<file path="src/rtl/cache_pkg.sv">
// Shared constants, state encoding and helpers for the direct-mapped cache controller.
package cache_pkg;

  localparam int TAG_W  = 5;
  localparam int WORD_W = 2;
  localparam int DATA_W = 16;

  // CPU/memory address layout, LSB first: word offset, then set index, then tag.
  localparam int WORD_LSB = 0;
  localparam int IDX_LSB  = WORD_LSB + WORD_W;

  localparam logic [DATA_W-1:0] CNT_MAX = 16'hFFFF;

  typedef enum logic [2:0] {
    IDLE      = 3'd0,
    PROBE     = 3'd1,
    WRITE_HIT = 3'd2,
    WB_RD     = 3'd3,
    WB_MEM    = 3'd4,
    FILL_MEM  = 3'd5,
    FILL_WR   = 3'd6,
    DONE      = 3'd7
  } state_t;

  // Tag field starts right above the set index, whose width is a module parameter.
  function automatic int tag_lsb(input int idx_w);
    return IDX_LSB + idx_w;
  endfunction

  // Statistics counters stick at all-ones instead of wrapping.
  function automatic logic [DATA_W-1:0] sat_inc(input logic [DATA_W-1:0] v);
    logic [DATA_W-1:0] r;
    if (v == CNT_MAX) begin
      r = v;
    end else begin
      r = v + 16'd1;
    end
    return r;
  endfunction

endpackage

</file>
<file path="src/rtl/cache_controller.sv">
// Direct-mapped cache controller: probes an external set, writes back dirty
// victims word by word, fills from memory, then replays the probe.
module cache_controller
  import cache_pkg::*;
#(
  parameter int WORDS = 4,
  parameter int IDX_W = 3
) (
  input  logic                            clk,
  input  logic                            rst,
  // CPU side
  input  logic                            cpu_req,
  input  logic                            cpu_wr,
  input  logic [TAG_W+IDX_W+WORD_W-1:0]   cpu_addr,
  input  logic [DATA_W-1:0]               cpu_wdata,
  output logic [DATA_W-1:0]               cpu_rdata,
  output logic                            cpu_ack,
  // Set command
  output logic [IDX_W-1:0]                set_index,
  output logic                            set_enable,
  output logic                            set_comp,
  output logic                            set_write,
  output logic                            set_valid_in,
  output logic [WORD_W-1:0]               set_word,
  output logic [TAG_W-1:0]                set_tag_in,
  output logic [DATA_W-1:0]               set_data_in,
  // Set status / read-back
  input  logic                            set_hit,
  input  logic                            set_dirty,
  input  logic                            set_valid,
  input  logic                            set_ack,
  input  logic [TAG_W-1:0]                set_tag_out,
  input  logic [DATA_W-1:0]               set_data_out,
  // Memory side
  output logic                            mem_req,
  output logic                            mem_wr,
  output logic [TAG_W+IDX_W+WORD_W-1:0]   mem_addr,
  output logic [DATA_W-1:0]               mem_wdata,
  input  logic [DATA_W-1:0]               mem_rdata,
  input  logic                            mem_ack,
  // Statistics
  output logic [DATA_W-1:0]               hit_cnt,
  output logic [DATA_W-1:0]               miss_cnt
);

  localparam int TAG_LSB = tag_lsb(IDX_W);
  localparam int CNT_W   = (WORDS > 1) ? $clog2(WORDS) : 1;
  localparam logic [CNT_W-1:0] LAST_WORD = CNT_W'(WORDS - 1);

  state_t               state_r;
  logic [TAG_W-1:0]     req_tag_r;
  logic [IDX_W-1:0]     req_idx_r;
  logic [WORD_W-1:0]    req_word_r;
  logic                 req_wr_r;
  logic [DATA_W-1:0]    req_wdata_r;
  logic [TAG_W-1:0]     victim_tag_r;
  logic [CNT_W-1:0]     word_cnt_r;
  logic                 set_busy_r;   // a set command is outstanding
  logic                 mem_busy_r;   // a memory command is outstanding
  logic                 replay_r;     // current probe follows a fill

  logic                 probe_hit_s;
  logic                 last_word_s;
  logic [WORD_W-1:0]    beat_word_s;

  assign probe_hit_s = set_hit & set_valid;
  assign last_word_s = (word_cnt_r == LAST_WORD);
  assign beat_word_s = WORD_W'(word_cnt_r);

  // Controller FSM with registered command outputs, word counter and statistics.
  // Each command state raises its strobe when idle, holds it until the
  // acknowledge, then drops it; entering the next state costs one more cycle,
  // which gives set_enable its mandatory low cycle between commands.
  always_ff @(posedge clk or negedge rst) begin
    if (!rst) begin
      state_r      <= IDLE;
      req_tag_r    <= '0;
      req_idx_r    <= '0;
      req_word_r   <= '0;
      req_wr_r     <= 1'b0;
      req_wdata_r  <= '0;
      victim_tag_r <= '0;
      word_cnt_r   <= '0;
      set_busy_r   <= 1'b0;
      mem_busy_r   <= 1'b0;
      replay_r     <= 1'b0;
      cpu_rdata    <= '0;
      cpu_ack      <= 1'b0;
      set_index    <= '0;
      set_enable   <= 1'b0;
      set_comp     <= 1'b0;
      set_write    <= 1'b0;
      set_valid_in <= 1'b0;
      set_word     <= '0;
      set_tag_in   <= '0;
      set_data_in  <= '0;
      mem_req      <= 1'b0;
      mem_wr       <= 1'b0;
      mem_addr     <= '0;
      mem_wdata    <= '0;
      hit_cnt      <= '0;
      miss_cnt     <= '0;
    end else begin
      cpu_ack <= 1'b0;
      case (state_r)
        IDLE: begin
          if (cpu_req) begin
            req_tag_r   <= cpu_addr[TAG_LSB +: TAG_W];
            req_idx_r   <= cpu_addr[IDX_LSB +: IDX_W];
            req_word_r  <= cpu_addr[WORD_LSB +: WORD_W];
            req_wr_r    <= cpu_wr;
            req_wdata_r <= cpu_wdata;
            set_index   <= cpu_addr[IDX_LSB +: IDX_W];
            replay_r    <= 1'b0;
            state_r     <= PROBE;
          end else begin
            state_r <= IDLE;
          end
        end

        PROBE: begin
          if (!set_busy_r) begin
            set_enable   <= 1'b1;
            set_comp     <= 1'b1;
            set_write    <= 1'b0;
            set_valid_in <= 1'b0;
            set_word     <= req_word_r;
            set_tag_in   <= req_tag_r;
            set_busy_r   <= 1'b1;
          end else if (set_ack) begin
            set_enable <= 1'b0;
            set_comp   <= 1'b0;
            set_busy_r <= 1'b0;
            if (probe_hit_s) begin
              if (!replay_r) begin
                hit_cnt <= sat_inc(hit_cnt);
              end
              if (req_wr_r) begin
                state_r <= WRITE_HIT;
              end else begin
                cpu_rdata <= set_data_out;
                cpu_ack   <= 1'b1;
                state_r   <= DONE;
              end
            end else begin
              if (!replay_r) begin
                miss_cnt <= sat_inc(miss_cnt);
              end
              word_cnt_r <= '0;
              state_r    <= (set_valid & set_dirty) ? WB_RD : FILL_MEM;
            end
          end else begin
            state_r <= PROBE;
          end
        end

        WRITE_HIT: begin
          if (!set_busy_r) begin
            set_enable   <= 1'b1;
            set_comp     <= 1'b1;
            set_write    <= 1'b1;
            set_valid_in <= 1'b0;
            set_word     <= req_word_r;
            set_tag_in   <= req_tag_r;
            set_data_in  <= req_wdata_r;
            set_busy_r   <= 1'b1;
          end else if (set_ack) begin
            set_enable <= 1'b0;
            set_comp   <= 1'b0;
            set_write  <= 1'b0;
            set_busy_r <= 1'b0;
            cpu_ack    <= 1'b1;
            state_r    <= DONE;
          end else begin
            state_r <= WRITE_HIT;
          end
        end

        WB_RD: begin
          if (!set_busy_r) begin
            set_enable   <= 1'b1;
            set_comp     <= 1'b0;
            set_write    <= 1'b0;
            set_valid_in <= 1'b0;
            set_word     <= beat_word_s;
            set_busy_r   <= 1'b1;
          end else if (set_ack) begin
            set_enable <= 1'b0;
            set_busy_r <= 1'b0;
            if (word_cnt_r == '0) begin
              victim_tag_r <= set_tag_out;
            end
            mem_wdata <= set_data_out;
            state_r   <= WB_MEM;
          end else begin
            state_r <= WB_RD;
          end
        end

        WB_MEM: begin
          if (!mem_busy_r) begin
            mem_req    <= 1'b1;
            mem_wr     <= 1'b1;
            mem_addr   <= {victim_tag_r, req_idx_r, beat_word_s};
            mem_busy_r <= 1'b1;
          end else if (mem_ack) begin
            mem_req    <= 1'b0;
            mem_wr     <= 1'b0;
            mem_busy_r <= 1'b0;
            if (last_word_s) begin
              word_cnt_r <= '0;
              state_r    <= FILL_MEM;
            end else begin
              word_cnt_r <= word_cnt_r + CNT_W'(1);
              state_r    <= WB_RD;
            end
          end else begin
            state_r <= WB_MEM;
          end
        end

        FILL_MEM: begin
          if (!mem_busy_r) begin
            mem_req    <= 1'b1;
            mem_wr     <= 1'b0;
            mem_addr   <= {req_tag_r, req_idx_r, beat_word_s};
            mem_busy_r <= 1'b1;
          end else if (mem_ack) begin
            mem_req     <= 1'b0;
            mem_busy_r  <= 1'b0;
            set_data_in <= mem_rdata;
            state_r     <= FILL_WR;
          end else begin
            state_r <= FILL_MEM;
          end
        end

        FILL_WR: begin
          if (!set_busy_r) begin
            set_enable   <= 1'b1;
            set_comp     <= 1'b0;
            set_write    <= 1'b1;
            set_valid_in <= 1'b1;
            set_word     <= beat_word_s;
            set_tag_in   <= req_tag_r;
            set_busy_r   <= 1'b1;
          end else if (set_ack) begin
            set_enable   <= 1'b0;
            set_write    <= 1'b0;
            set_valid_in <= 1'b0;
            set_busy_r   <= 1'b0;
            if (last_word_s) begin
              word_cnt_r <= '0;
              replay_r   <= 1'b1;
              state_r    <= PROBE;
            end else begin
              word_cnt_r <= word_cnt_r + CNT_W'(1);
              state_r    <= FILL_MEM;
            end
          end else begin
            state_r <= FILL_WR;
          end
        end

        DONE: begin
          state_r <= IDLE;
        end

        default: begin
          set_enable <= 1'b0;
          mem_req    <= 1'b0;
          set_busy_r <= 1'b0;
          mem_busy_r <= 1'b0;
          state_r    <= IDLE;
        end
      endcase
    end
  end

endmodule
</file>
<file path="config.mk">
export PLATFORM = sky130hd
export DESIGN_NAME = cache_controller
export DESIGN_NICKNAME = d
export VERILOG_FILES = /design/src/rtl/cache_pkg.sv /design/src/rtl/cache_controller.sv
export SDC_FILE = /design/constraint.sdc
export NUM_CORES = 1
export LEC_CHECK = 0
export CAP_MARGIN = 20
export CORE_UTILIZATION = 45
export CTS_BUF_LIST = sky130_fd_sc_hd__clkbuf_4 sky130_fd_sc_hd__clkbuf_8
export DETAILED_ROUTE_END_ITERATION = 6
export PLACE_DENSITY = 0.76
export SLEW_MARGIN = 20
export SYNTH_ARGS = -nofsm -noshare
export SYNTH_HDL_FRONTEND = slang
export SYNTH_SLANG_ARGS = --single-unit
</file>
<file path="constraint.sdc">
create_clock -name clk -period 3 [get_ports clk]
set_clock_uncertainty 0.2 [all_clocks]
set_input_delay 0.75 -clock clk [delete_from_list [all_inputs] [get_ports clk]]
set_output_delay 0.75 -clock clk [all_outputs]
set_load 0.02 [all_outputs]
</file>
==> results.json, run 1 <==
{
  "max-slew-margin-rel_pct": 34.8,
  "postCtsSetupRepairBufs": 0,
  "critPathBufInv": 1,
  "hold_buffers": 0,
  "diodes": 0,
  "drt_first_pass_iters": 5,
  "utilization_pct": 64.0,
  "die-width_um": 122,
  "setup_ws_ns": 0.461,
  "routabilityCongestion": 0.873,
  "use_met3_pct": 8.78,
  "grt_first_pass_wirelength_mm": 24.5,
  "max-cap-violations": 0,
  "required_ns": 2.05,
  "vias": 4842,
  "hold_viol_final": 0,
  "ys_ff_latch": 144,
  "synth_edf_count": 0,
  "synth_cell_types": 61,
  "ff2ff_path_depth": 3,
  "portBuffers": 178,
  "grt-busiest-layer": "met2",
  "pre_cts_ws_ns": 0.170,
  "coreArea_mm2": 0.0140,
  "die-area_mm2": 0.0150,
  "path_cells": "clkdlybuf4s50_1",
  "critPathCapture": "hit_cnt[7]",
  "r2r_slack_ns": 0.62,
  "cts_root_buf": "clkbuf_8",
  "setup_violations": 0,
  "cpPeakStageDelay_ns": 0.66,
  "clk_pin_slew_ns": 0.07,
  "overflow": 0,
  "drt_iter0_drc": 263,
  "yosys_warnings": 0,
  "worstMarginPinSlew_ns": 0.977,
  "numCtsBuffers": 17,
  "synth_fp_nets": 605,
  "ant_nets": 0,
  "grt_pass1_vias": 4869,
  "clkLatencyLatePin_ns": 0.45,
  "use_met1_pct": 27.5,
  "critPathArrivalTime_ns": 1.59,
  "fill_cells": 1068,
  "grt_max_degree": 66,
  "tritoncts": "done",
  "powerDensity_mw_per_mm2": 908,
  "synthCells": 528,
  "leakage_nw": 4.02,
  "routed_wirelength_mm": 15.4,
  "cp_max_fo": 6,
  "drive_gt1_share_pct": 19.0,
  "seq_area_mm2": 0.00360,
  "multi_input_area_mm2": 0.00276,
  "place_area_mm2": 0.00854,
  "grt_use_met2_pct": 32.8,
  "cts_max_level": 4,
  "async_flop_share_pct": 100,
  "die_y_um": 122,
  "status": "completed",
  "synth_seq_area_share_pct": 55.4,
  "viasPerCell": 5.34,
  "clock.fmax_mhz": 394,
  "end_kind": "output pin",
  "synth_area_per_cell_um2": 12.3,
  "synthTopCellsByArea": "dfrtp_1 55%, mux2_2 14%, mux2i_1 3.8%",
  "yosysTopAreaCellShare_pct": 55.4,
  "finalNetCount": 791,
  "cts_sinks": 144,
  "grt_use_total_pct": 21.3,
  "postCtsResizedCells": 0,
  "finalSetupTns_ns": 0,
  "rr_startpoint": "state_r[0]",
  "hp-class": "in -> async",
  "r2r-end": "set_data_in[1]",
  "drv_slew": 0,
  "rows": 43,
  "wl_per_cell_um": 17.0,
  "period_needed_ns": 2.54,
  "remaining_drc_errors": 0,
  "io_pins": 179,
  "synthFlopType": "dfrtp_1",
  "final_area_mm2": 0.00895,
  "synthToLayoutAreaGrowth_pct": 37.4,
  "hpwlAfterDp_mm": 10.8,
  "slowest_stage": "clkdlybuf4s50_1",
  "syn-cell-area_mm2": 0.00651,
  "post-synth-top-area-cell": "dfrtp_1",
  "period_share_pct": 84.6,
  "path_delay_family": "buffers and inverters",
  "path_depth": 1,
  "antenna_found_initial": 0,
  "worst-setup-path-type": "reg -> out",
  "start_util_pct": 46.5,
  "startpoint": "hit_cnt[7]",
  "peakVddDrop_v": 0.000703,
  "cts.path.max_buffers": 2,
  "start_kind": "flip-flop",
  "grt_setup_unrepaired": "no"
}
## cells by family (layout without fill, tap and decap cells)
group	count (synthesis)	count (layout)	share of synthesized area, %
AO/OA/AOI/OAI	65	65	6.27
XOR/XNOR	29	29	3.90
adder cells (fa/ha/maj)	6	6	1.11
buffers and inverters	33	231	2.31
flip-flops	144	144	55.4
multiplexers	105	105	17.7
AND/OR/NAND/NOR	146	146	13.3
## layer usage
layer,share of wire (%),vias up
met2,45,206
li1,-,2269
met4,1.1,0
met5,0,-
met3,9.7,13
met1,44,2354
## metrics by stage
| stage | total power, W | hold WS (ns) | cells |
|---|---|---|---|
| after detailed placement | 0.00660 | 0.267 | 875 |
| after floorplan | 0.00507 | 0.254 | 528 |
| after global placement | 0.00648 | 0.260 | 875 |
| after global routing | 0.00861 | 0.124 | 906 |
| after CTS | 0.00821 | 0.104 | 906 |
| final | 0.00812 | 0.102 | 906 |
## area by class of cell
| class | count | share of cell area, % |
|---|---|---|
| clock buffers | 20 | 3.01 |
| repair buffers | 190 | 21.4 |
| flip-flops and latches | 144 | 40.3 |
| clock inverters | 11 | 1.55 |
| multi-input cells | 351 | 30.9 |
| well taps | 180 | 2.52 |
| inverters | 10 | 0.420 |
## cell usage in the layout, fill, tap and decap left out, types with 11 or more instances in the layout
cell             Yosys  routed
clkdlybuf4s50_1      0     177
dfrtp_1            144     144
mux2_2              79      79
nand2_1             39      39
o21ai_0             28      28
mux2i_1             25      25
xor2_1              22      22
nor2_1              19      19
clkbuf_8             0      19
nand3_1             12      12
nor3_1              11      11
a21oi_1             11      11
## where the power goes
part | internal [W] | switching [W] | leakage, nW
Sequential | 0.00266 | 0.000495 | 1.81
Clock | 0.000864 | 0.000717 | 0.208
Combinational | 0.00175 | 0.00163 | 2.01
## flip-flops by register name (all words and copies together), names as in the netlist, 2 cells and up
signal / count
miss_cnt: 16
state_r: 3
set_word: 2
beat_word_s: 2
req_wdata_r: 16
mem_addr: 10
req_word_r: 2
victim_tag_r: 5
mem_wdata: 16
req_idx_r: 3
hit_cnt: 16
req_tag_r: 5
cpu_rdata: 16
set_data_in: 16
set_tag_in: 5
## how the worst min path moves through the flow
stage	startpoint	end	slack [ns]	cells past startpoint
floorplan	rst	beat_word_s[0]	0.25	0
global placement	set_data_in[3]	set_data_in[3]	0.26	2
detailed placement	mem_req	mem_req	0.27	1
CTS	rst	set_tag_in[3]	0.10	1
global route	rst	set_tag_in[3]	0.12	1
finish	rst	set_tag_in[3]	0.10	1
## synthesized netlist by cell type, types with 4 or more instances
cell type  count
a21oi_1       11
and2_1         4
buf_2         11
clkbuf_1       8
dfrtp_1      144
ha_1           5
inv_1         10
mux2_2        79
mux2i_1       25
nand2_1       39
nand2b_1       5
nand3_1       12
nand3b_1       4
nand4_1        8
nor2_1        19
nor2b_1        5
nor3_1        11
nor3b_1        5
nor4_1        10
o21ai_0       28
xnor2_1        7
xor2_1        22
(Power assumes the default switching activity.)
==> inputs of run 2 (changes only) <==
clock period = 2.52 ns   (was 3 ns; I/O delays follow)
==> run 2 against run 1 <==
Largest power group unchanged. Sequential power rose by 18%. Largest cell class unchanged. Die area stayed put. Highest routed layer unchanged. Sequential cell count unchanged. Routed wire length up 0.18%.
==> results.json, run 2 (same netlist as run 1, synthesis figures left out) <==
{
  "status": "completed",
  "postCtsResizedCells": 0,
  "final_common_cell": "clkdlybuf4s50_1",
  "postCtsSetupRepairBufs": 0,
  "grt_pass1_vias": 4996,
  "hold_start": "mem_req",
  "p_total_w": 0.00994,
  "peakVddDrop_v": 0.000762,
  "viasPerCell": 5.29,
  "path_delay_family": "buffers and inverters",
  "critPathBufInv": 1,
  "cpPeakStageDelay_ns": 0.66,
  "whs_endpoint": "mem_req",
  "wl_per_cell_um": 16.8,
  "vias": 4852,
  "ff2ff_path_depth": 4,
  "remaining_drc_errors": 0,
  "cts_max_level": 4,
  "drv_slew": 0,
  "die-width_um": 122,
  "start_kind": "flip-flop",
  "routabilityCongestion": 0.886,
  "cp_max_fo": 6,
  "seq_area_mm2": 0.00360,
  "clk_pin_slew_ns": 0.07,
  "drt_first_pass_iters": 4,
  "r2r-end": "hit_cnt[13]",
  "multi_input_area_mm2": 0.00276,
  "final_cell_mix": "177 x clkdlybuf4s50_1, 144 x dfrtp_1, 79 x mux2_2",
  "tritoncts": "done",
  "powerDensity_mw_per_mm2": 1090,
  "period_share_pct": 95.8,
  "critPathArrivalTime_ns": 1.58,
  "start_util_pct": 46.5,
  "grt_first_pass_wirelength_mm": 24.8,
  "hold_viol_final": 0,
  "r2r_slack_ns": 0.28,
  "hpwlAfterDp_mm": 11.2,
  "coreArea_mm2": 0.0140,
  "synthToLayoutAreaGrowth_pct": 40.2,
  "hp-class": "reg -> reg",
  "path_cells": "clkdlybuf4s50_1",
  "drive_gt1_share_pct": 20.2,
  "rows": 43,
  "instances_no_fill": 918,
  "rr_startpoint": "state_r[0]",
  "slowest_stage": "clkdlybuf4s50_1",
  "clkLatencyLatePin_ns": 0.44,
  "grt_setup_unrepaired": "no",
  "diodes": 0,
  "grt_max_degree": 57,
  "max-slew-margin-rel_pct": 61.3,
  "finalSetupTns_ns": 0,
  "cts_root_buf": "clkbuf_8",
  "io_pins": 179,
  "cts.path.max_buffers": 2,
  "clock.fmax_mhz": 414,
  "hold_buffers": 1,
  "drt_iter0_drc": 279,
  "ant_nets": 0,
  "overflow": 0,
  "cts_sinks": 144,
  "portBuffers": 178,
  "worst-setup-path-type": "reg -> out",
  "grt_use_total_pct": 21.7,
  "period_needed_ns": 2.41,
  "die_y_um": 122,
  "fill_cells": 1062,
  "leakage_nw": 4.11,
  "worstMarginPinSlew_ns": 0.576,
  "routed_wirelength_mm": 15.4,
  "numCtsBuffers": 17,
  "max-cap-violations": 0,
  "finalNetCount": 804,
  "antenna_found_initial": 0,
  "required_ns": 1.69,
  "end_kind": "output pin",
  "whs_ns": 0.279,
  "die-area_mm2": 0.0150,
  "setup_violations": 0,
  "holdPathStages": 1,
  "dp.cells": 887
}
## run 2: cell count changes in the layout (fill, tap and decap cells not counted)
cell | previous run | this run
clkinv_2 | 5 | 1
buf_12 | 3 | 6
clkinv_4 | 1 | 0
buf_4 | 9 | 18
bufinv_16 | 3 | 5
dlygate4sd3_1 | 0 | 1
clkinvlp_4 | 2 | 4
## run 2: worst max-delay path by stage
stage	startpoint	to	cells past startpoint
after global routing	hit_cnt[7]	hit_cnt[7]	1
final	hit_cnt[7]	hit_cnt[7]	1
after global placement	set_ack	miss_cnt[1]	6
after CTS	hit_cnt[7]	hit_cnt[7]	1
after detailed placement	set_ack	miss_cnt[11]	6
after floorplan	set_ack	mem_wdata[10]	5
## run 2: area by class of cell
cell class / count / share of cell area [%]
timing repair buffer: 203 / 22.4
tap: 180 / 2.47
clock inverter: 10 / 2.03
sequential: 144 / 39.5
clock buffer: 20 / 2.95
inverter: 10 / 0.411
multi-input combinational: 351 / 30.2
## run 2: layer usage
layer	up-vias	track usage (%)	part of all wire, %
li1	2294	-	-
met1	2354	27.6	44
met2	185	33.7	46
met3	19	8.22	8.7
met4	0	7.55	1.7
met5	-	0	0
## run 2: metrics by stage
step	cell area (µm²)	setup WS (ns)	util, %
after floorplan	6510	0.471	-
after global placement	8670	0.000686	61.9
after detailed placement	8670	-0.107	61.9
after CTS	9130	0.0635	65.3
after global routing	9130	0.0242	65.3
final	9130	0.106	65.3
## run 2: where the power goes
group	internal, W	switching (W)	leakage (nW)
logic	0.00215	0.00199	2.09
registers	0.00317	0.000562	1.81
clock network	0.00123	0.000833	0.216
## run 2: worst register-to-register path, stage by stage (launching register included)
cell      delay [ns]
dfrtp_1         0.59
and4bb_1        0.54
nand2_2         0.25
nor4_1          0.39
xor2_1          0.19
